[src/rtl/mips_dbg_pkg.sv]
// rtl/mips_dbg_pkg.sv - shared types and constants for the MIPS run monitor
// Contents: run-control state enum, run-end cause encodings, BREAK opcode/funct
// constants and a BREAK decode helper.
package mips_dbg_pkg;

    typedef enum logic [1:0] {
        IDLE = 2'd0,
        RUN  = 2'd1,
        DONE = 2'd2
    } state_e;

    localparam logic [1:0] CAUSE_NONE    = 2'd0;
    localparam logic [1:0] CAUSE_TIMEOUT = 2'd1;
    localparam logic [1:0] CAUSE_BREAK   = 2'd2;
    localparam logic [1:0] CAUSE_STALL   = 2'd3;

    // BREAK is an R-type (SPECIAL) instruction with funct 0x0D; the code
    // field in bits 25:6 is ignored.
    localparam logic [5:0] BREAK_OPCODE = 6'h00;
    localparam logic [5:0] BREAK_FUNCT  = 6'h0D;

    function automatic logic is_break_instr(input logic [31:0] ins);
        return (ins[31:26] == BREAK_OPCODE) && (ins[5:0] == BREAK_FUNCT);
    endfunction

endpackage

[src/rtl/mips_trace_ram.sv]
// rtl/mips_trace_ram.sv - trace storage, one write port and one registered read port
// Ports:
//   clk_i    clock
//   we_i     write enable
//   waddr_i  write address
//   wdata_i  write data
//   raddr_i  read address, sampled every cycle
//   rdata_o  read data, one cycle after raddr_i; returns the pre-write
//            contents when reading the slot written on the same edge
module mips_trace_ram #(
    parameter int DEPTH = 16,
    parameter int WIDTH = 64
) (
    input  logic                     clk_i,
    input  logic                     we_i,
    input  logic [$clog2(DEPTH)-1:0] waddr_i,
    input  logic [WIDTH-1:0]         wdata_i,
    input  logic [$clog2(DEPTH)-1:0] raddr_i,
    output logic [WIDTH-1:0]         rdata_o
);

    logic [WIDTH-1:0] mem_q [DEPTH];
    logic [WIDTH-1:0] rdata_q;

    // Storage is not reset; the top masks unwritten entries on read.
    always_ff @(posedge clk_i) begin
        if (we_i) begin
            mem_q[waddr_i] <= wdata_i;
        end
        rdata_q <= mem_q[raddr_i];
    end

    assign rdata_o = rdata_q;

endmodule

[src/rtl/mips_run_monitor.sv]
// rtl/mips_run_monitor.sv - run control, cycle limit and PC/IR trace monitor for the MIPS core
// Ports:
//   CLK        clock, rising edge
//   RST        asynchronous active-low reset
//   start      one-cycle pulse, starts a run from IDLE or DONE
//   pc, instr  core program counter and the instruction at pc
//   rd_idx     trace read index, 0 = oldest valid entry
//   running    high in RUN
//   done       high in DONE
//   cause      run-end cause (none/timeout/break/stall)
//   cycle_cnt  cycles spent in RUN
//   trace_cnt  valid trace entries, saturating at TRACE_DEPTH
//   trace_ovf  sticky, set once an entry has been overwritten
//   rd_pc      registered PC of entry rd_idx (0 when rd_idx >= trace_cnt)
//   rd_instr   registered instruction of entry rd_idx (0 when rd_idx >= trace_cnt)
module mips_run_monitor
    import mips_dbg_pkg::*;
#(
    parameter int DATA_W      = 32,
    parameter int MAX_CYCLES  = 2048,
    parameter int TRACE_DEPTH = 16,
    parameter int STALL_LIMIT = 8,
    parameter int CNT_W       = 32
) (
    input  logic                           CLK,
    input  logic                           RST,
    input  logic                           start,
    input  logic [DATA_W-1:0]              pc,
    input  logic [DATA_W-1:0]              instr,
    input  logic [$clog2(TRACE_DEPTH)-1:0] rd_idx,
    output logic                           running,
    output logic                           done,
    output logic [1:0]                     cause,
    output logic [CNT_W-1:0]               cycle_cnt,
    output logic [$clog2(TRACE_DEPTH):0]   trace_cnt,
    output logic                           trace_ovf,
    output logic [DATA_W-1:0]              rd_pc,
    output logic [DATA_W-1:0]              rd_instr
);

    localparam int AW = $clog2(TRACE_DEPTH);
    localparam int SW = $clog2(STALL_LIMIT) + 1;

    state_e            state_q, state_d;
    logic [CNT_W-1:0]  cycle_q, cycle_d;
    logic [AW:0]       tcnt_q, tcnt_d;
    logic              ovf_q, ovf_d;
    logic [1:0]        cause_q, cause_d;
    logic [SW-1:0]     stall_q, stall_d;
    logic [DATA_W-1:0] last_pc_q, last_pc_d;
    logic [AW-1:0]     wr_ptr_q, wr_ptr_d;
    logic              first_q, first_d;
    logic              rd_valid_q;

    logic                wr_en;
    logic                same_pc;
    logic                fire_break;
    logic                fire_stall;
    logic                fire_timeout;
    logic [AW-1:0]       rd_addr;
    logic [2*DATA_W-1:0] rd_data;

    assign same_pc = (pc == last_pc_q);

    always_comb begin
        state_d      = state_q;
        cycle_d      = cycle_q;
        tcnt_d       = tcnt_q;
        ovf_d        = ovf_q;
        cause_d      = cause_q;
        stall_d      = stall_q;
        last_pc_d    = last_pc_q;
        wr_ptr_d     = wr_ptr_q;
        first_d      = first_q;
        wr_en        = 1'b0;
        fire_break   = 1'b0;
        fire_stall   = 1'b0;
        fire_timeout = 1'b0;

        case (state_q)
            IDLE, DONE: begin
                if (start) begin
                    state_d   = RUN;
                    cycle_d   = '0;
                    tcnt_d    = '0;
                    ovf_d     = 1'b0;
                    cause_d   = CAUSE_NONE;
                    stall_d   = '0;
                    last_pc_d = pc;
                    first_d   = 1'b1;
                end
            end
            RUN: begin
                cycle_d = cycle_q + CNT_W'(1);
                first_d = 1'b0;

                if (same_pc) begin
                    stall_d = stall_q + 1'b1;
                end else begin
                    stall_d   = '0;
                    last_pc_d = pc;
                end

                // The first RUN cycle is always recorded, even when pc did
                // not move since the start edge.
                wr_en = first_q || !same_pc;
                if (wr_en) begin
                    wr_ptr_d = wr_ptr_q + 1'b1;
                    if (tcnt_q == (AW+1)'(TRACE_DEPTH)) begin
                        ovf_d = 1'b1;
                    end else begin
                        tcnt_d = tcnt_q + 1'b1;
                    end
                end

                fire_break   = is_break_instr(instr[31:0]);
                fire_stall   = same_pc && (stall_q == SW'(STALL_LIMIT - 2));
                fire_timeout = (cycle_q + CNT_W'(1)) == CNT_W'(MAX_CYCLES);

                if (fire_break) begin
                    cause_d = CAUSE_BREAK;
                    state_d = DONE;
                end else if (fire_stall) begin
                    cause_d = CAUSE_STALL;
                    state_d = DONE;
                end else if (fire_timeout) begin
                    cause_d = CAUSE_TIMEOUT;
                    state_d = DONE;
                end
            end
            default: state_d = IDLE;
        endcase
    end

    always_ff @(posedge CLK or negedge RST) begin
        if (!RST) begin
            state_q    <= IDLE;
            cycle_q    <= '0;
            tcnt_q     <= '0;
            ovf_q      <= 1'b0;
            cause_q    <= CAUSE_NONE;
            stall_q    <= '0;
            last_pc_q  <= '0;
            wr_ptr_q   <= '0;
            first_q    <= 1'b0;
            rd_valid_q <= 1'b0;
        end else begin
            state_q    <= state_d;
            cycle_q    <= cycle_d;
            tcnt_q     <= tcnt_d;
            ovf_q      <= ovf_d;
            cause_q    <= cause_d;
            stall_q    <= stall_d;
            last_pc_q  <= last_pc_d;
            wr_ptr_q   <= wr_ptr_d;
            first_q    <= first_d;
            rd_valid_q <= ({1'b0, rd_idx} < tcnt_q);
        end
    end

    // Oldest valid entry sits trace_cnt slots behind the write pointer; the
    // truncation to AW bits performs the modulo-TRACE_DEPTH wrap.
    assign rd_addr = wr_ptr_q - tcnt_q[AW-1:0] + rd_idx;

    mips_trace_ram #(
        .DEPTH (TRACE_DEPTH),
        .WIDTH (2*DATA_W)
    ) u_trace_ram (
        .clk_i   (CLK),
        .we_i    (wr_en),
        .waddr_i (wr_ptr_q),
        .wdata_i ({pc, instr}),
        .raddr_i (rd_addr),
        .rdata_o (rd_data)
    );

    assign running   = (state_q == RUN);
    assign done      = (state_q == DONE);
    assign cause     = cause_q;
    assign cycle_cnt = cycle_q;
    assign trace_cnt = tcnt_q;
    assign trace_ovf = ovf_q;
    assign rd_pc     = rd_valid_q ? rd_data[2*DATA_W-1:DATA_W] : '0;
    assign rd_instr  = rd_valid_q ? rd_data[DATA_W-1:0]        : '0;

endmodule

[config.mk]
export PLATFORM = sky130hd
export DESIGN_NAME = mips_run_monitor
export DESIGN_NICKNAME = d
export VERILOG_FILES = /design/src/rtl/mips_dbg_pkg.sv /design/src/rtl/mips_trace_ram.sv /design/src/rtl/mips_run_monitor.sv
export SDC_FILE = /design/constraint.sdc
export NUM_CORES = 1
export LEC_CHECK = 0
export CAP_MARGIN = 20
export CORE_MARGIN = 2
export CORE_UTILIZATION = 62
export DETAILED_ROUTE_END_ITERATION = 16
export HOLD_SLACK_MARGIN = 0.08
export PLACE_DENSITY = 0.79
export SLEW_MARGIN = 20
export SYNTH_ARGS = -nofsm -noshare
export SYNTH_HDL_FRONTEND = slang
export SYNTH_SLANG_ARGS = --single-unit
[constraint.sdc]
create_clock -name CLK -period 19.35 [get_ports CLK]
set_clock_uncertainty 0.1 [all_clocks]
set_input_delay 1.935 -clock CLK [delete_from_list [all_inputs] [get_ports CLK]]
set_output_delay 1.935 -clock CLK [all_outputs]
set_load 0.02 [all_outputs]
==> impl_metrics.env <==
export IMPL_p_seq_frac=0.328
export IMPL_finalHoldViolations=0
export IMPL_peakVddDrop_v=0.000200
export IMPL_status="complete, no violations"
export IMPL_synthArstFlopShare=0.0717
export IMPL_switchingPower_uw=3260
export IMPL_crit_arrival_ns=7.28
export IMPL_whs_ns=0.408
export IMPL_dieArea_mm2=0.0754
export IMPL_firstDrtPassIters=7
export IMPL_tns_ns=0
export IMPL_fin_crit_ns=6.83
export IMPL_synth_cells=2130
export IMPL_drv_slew=0
export IMPL_wl_mm=105
export IMPL_path_max_fanout=72
export IMPL_track_usage=0.286
export IMPL_hold_path_class="reg2reg"
export IMPL_synth_seq_cells=1172
export IMPL_drcViolationCount=0
export IMPL_min_path_cells=1
export IMPL_ios=177
export IMPL_synth_edf_count=1024
export IMPL_finish_net_count=2448
export IMPL_path_depth=8
export IMPL_cts_path_max_buffers=3
export IMPL_rsz0062_at_grt="no"
export IMPL_drv_cap=0
export IMPL_final_cell_mix="edfxtp_1, mux4_2, clkdlybuf4s50_1"
export IMPL_fin_area_mm2=0.0524
export IMPL_antenna_found_initial=11
export IMPL_synth_avg_cell_area_um2=21.3
export IMPL_power_switching_share=0.323
export IMPL_critPathMaxStageDelay_ns=1.22
export IMPL_die_w_um=275
export IMPL_crit_family="buffers and inverters"
export IMPL_crit_buf_inv=4
export IMPL_relSlewSlack=0.242
export IMPL_synth_ff_type="edfxtp_1"
export IMPL_dpl_cell_area_mm2=0.0484
export IMPL_die_y_um=275
export IMPL_clock_sinks=1172
export IMPL_dr_first_iter_drc_count=2732
export IMPL_final_common_cell="edfxtp_1"
export IMPL_grt_pass1_vias=23400
export IMPL_powerDensity_mw_per_mm2=193
export IMPL_drive_gt1_frac=0.248
export IMPL_post_cts_buffers=0
export IMPL_required_ns=19.80
export IMPL_htreeDepth=3
export IMPL_numCtsBuffers=113
export IMPL_slowest_stage="fa_4"
export IMPL_clk_pin_slew_ns=0.06
export IMPL_max_freq_ghz=0.146
export IMPL_cts_hold_fix_buffers=0
export IMPL_cts_tree="yes"
export IMPL_clkPwrFrac=0.230
export IMPL_synth_fp_nets=2221
export IMPL_rows=99
export IMPL_ctsResizeCount=0
export IMPL_wl_per_cell_um=30.8
export IMPL_ys_seq_area_frac=0.752
export IMPL_place_congestion=0.843
export IMPL_period_share=0.353
export IMPL_start_util=0.624
export IMPL_reg2reg_depth=10
export IMPL_synth_warnings=0
export IMPL_cts_root_buf="clkbuf_16"
export IMPL_setup_viol=0
export IMPL_grt_pass1_wl_mm=154
export IMPL_grt_overflow_total=0
export IMPL_cp_end_kind="flop"
export IMPL_port_buffers=176
export IMPL_worstMarginPinSlew_ns=1.14
export IMPL_netlist_area_mm2=0.0454
export IMPL_grt_start_max_net_pins=77
export IMPL_internal_power_uw=6830
export IMPL_avgViaCountPerCell=6.65
export IMPL_dpl_hpwl_mm=50.8
export IMPL_power_leakage_uw=0.0170
export IMPL_comb_power_share=0.442
export IMPL_core_area_mm2=0.0727
export IMPL_ys_types=69
export IMPL_ant_nets=0
export IMPL_area_growth_syn_to_layout_pct=15.4
export IMPL_clkLatencyLatePin_ns=0.68
export IMPL_final_util=0.721
export IMPL_route_vias_total=22800
export IMPL_path_class="in2reg"
export IMPL_crit_chain="clkdlybuf4s50_1, inv_1, fa_1, fa_4, buf_4, buf_4, mux4_2, mux4_2"
export IMPL_start_kind="input pin"
[power by group through the flow]
stage | clock, uW | combinational [uW] | sequential, uW
2_1_floorplan | 0 | 3310 | 3310
3_3_place_gp | 0 | 4340 | 3320
3_5_place_dp | 0 | 4410 | 3340
4_1_cts | 2350 | 4510 | 3310
5_1_grt | 2440 | 4710 | 3330
6_report | 2320 | 4460 | 3310
[area by class of cell]
class,instances,area [um^2]
diodes,6,15.0
clock buffers,148,3090
fillers,4042,20300
repair buffers,224,2160
multi-input cells,824,10800
clock inverters,67,865
inverters,22,82.6
flip-flops and latches,1172,34100
well taps,959,1200
[path summary, 6_finish.rpt]
path / from / slack, ns / endpoint
hold reg to reg: last_pc_q[8]$_DFFE_PN0P_ / 0.41 / last_pc_q[8]$_DFFE_PN0P_
max in group asynchronous: RST / 16.87 / rd_valid_q$_DFF_PN0_
hold / removal: last_pc_q[8]$_DFFE_PN0P_ / 0.41 / last_pc_q[8]$_DFFE_PN0P_
min in group asynchronous: RST / 1.13 / last_pc_q[17]$_DFFE_PN0P_
setup / recovery: rd_idx[1] / 12.52 / u_trace_ram.rdata_o[29]$_DFF_P_
setup reg to reg: wr_ptr_q[0]$_DFFE_PN0P_ / 13.78 / u_trace_ram.rdata_o[29]$_DFF_P_
[synthesized netlist by cell type, types with 14 or more instances]
library cell / instances / share of area
inv_1: 22 / 0.0018
mux2_2: 26 / 0.0065
and2_1: 66 / 0.0091
edfxtp_1: 1024 / 0.68
dfrtp_1: 84 / 0.046
nand3_1: 23 / 0.0025
clkbuf_1: 66 / 0.0055
buf_2: 22 / 0.0024
nand2_1: 62 / 0.0051
xnor2_1: 40 / 0.0077
nor3_1: 14 / 0.0015
o21ai_0: 43 / 0.0047
nand4_1: 27 / 0.0037
mux4_2: 320 / 0.16
nor2_1: 34 / 0.0028
a21oi_1: 18 / 0.0020
buf_1: 16 / 0.0013
ha_1: 17 / 0.0047
dfxtp_1: 64 / 0.028
[flip-flops by register name (all words and copies together) (netlist names), 2 cells and up]
register             cells
cycle_cnt               32
stall_q                  4
state_q                  2
last_pc_q               32
cause                    2
u_trace_ram.mem_q     1024
wr_ptr_q                 4
trace_cnt                5
u_trace_ram.rdata_o     64
[layer usage]
layer  wire (um)  vias up  track usage
met4        2860       10       0.0902
li1            -     9253            -
met3        9160      191       0.0532
met2       53700     1263        0.469
met5          71        -            0
met1       39600    12100        0.399
[logic make-up (layout without fill, tap and decap cells)]
family	after synthesis	in the layout	share of synthesized area
flip-flops	1172	1172	0.752
multiplexers	359	359	0.168
AND/OR/NAND/NOR	278	278	0.0349
buffers and inverters	134	461	0.0125
AO/OA/AOI/OAI	117	117	0.0161
XOR/XNOR	50	50	0.00998
adder cells (fa/ha/maj)	20	20	0.00601
other	0	6	0
[metrics by stage]
step / total power [uW] / setup slack, ns / cells
after floorplan: 6620 / 11.51 / 2130
after global placement: 7660 / 11.98 / 3199
after detailed placement: 7760 / 11.91 / 3200
after CTS: 10200 / 12.55 / 3415
after global routing: 10500 / 12.46 / 3420
final: 10100 / 12.52 / 3422
[worst reg2reg max path: stages (launching register included)]
cell and delay, ns:
dfrtp_1 0.41, inv_1 0.16, ha_1 0.25, inv_1 0.09, ha_4 0.13, inv_1 0.05, fa_4 1.26, buf_4 0.93
buf_4 1.06, mux4_2 0.52, mux4_2 0.49
Power figures use the tool's default switching activity.
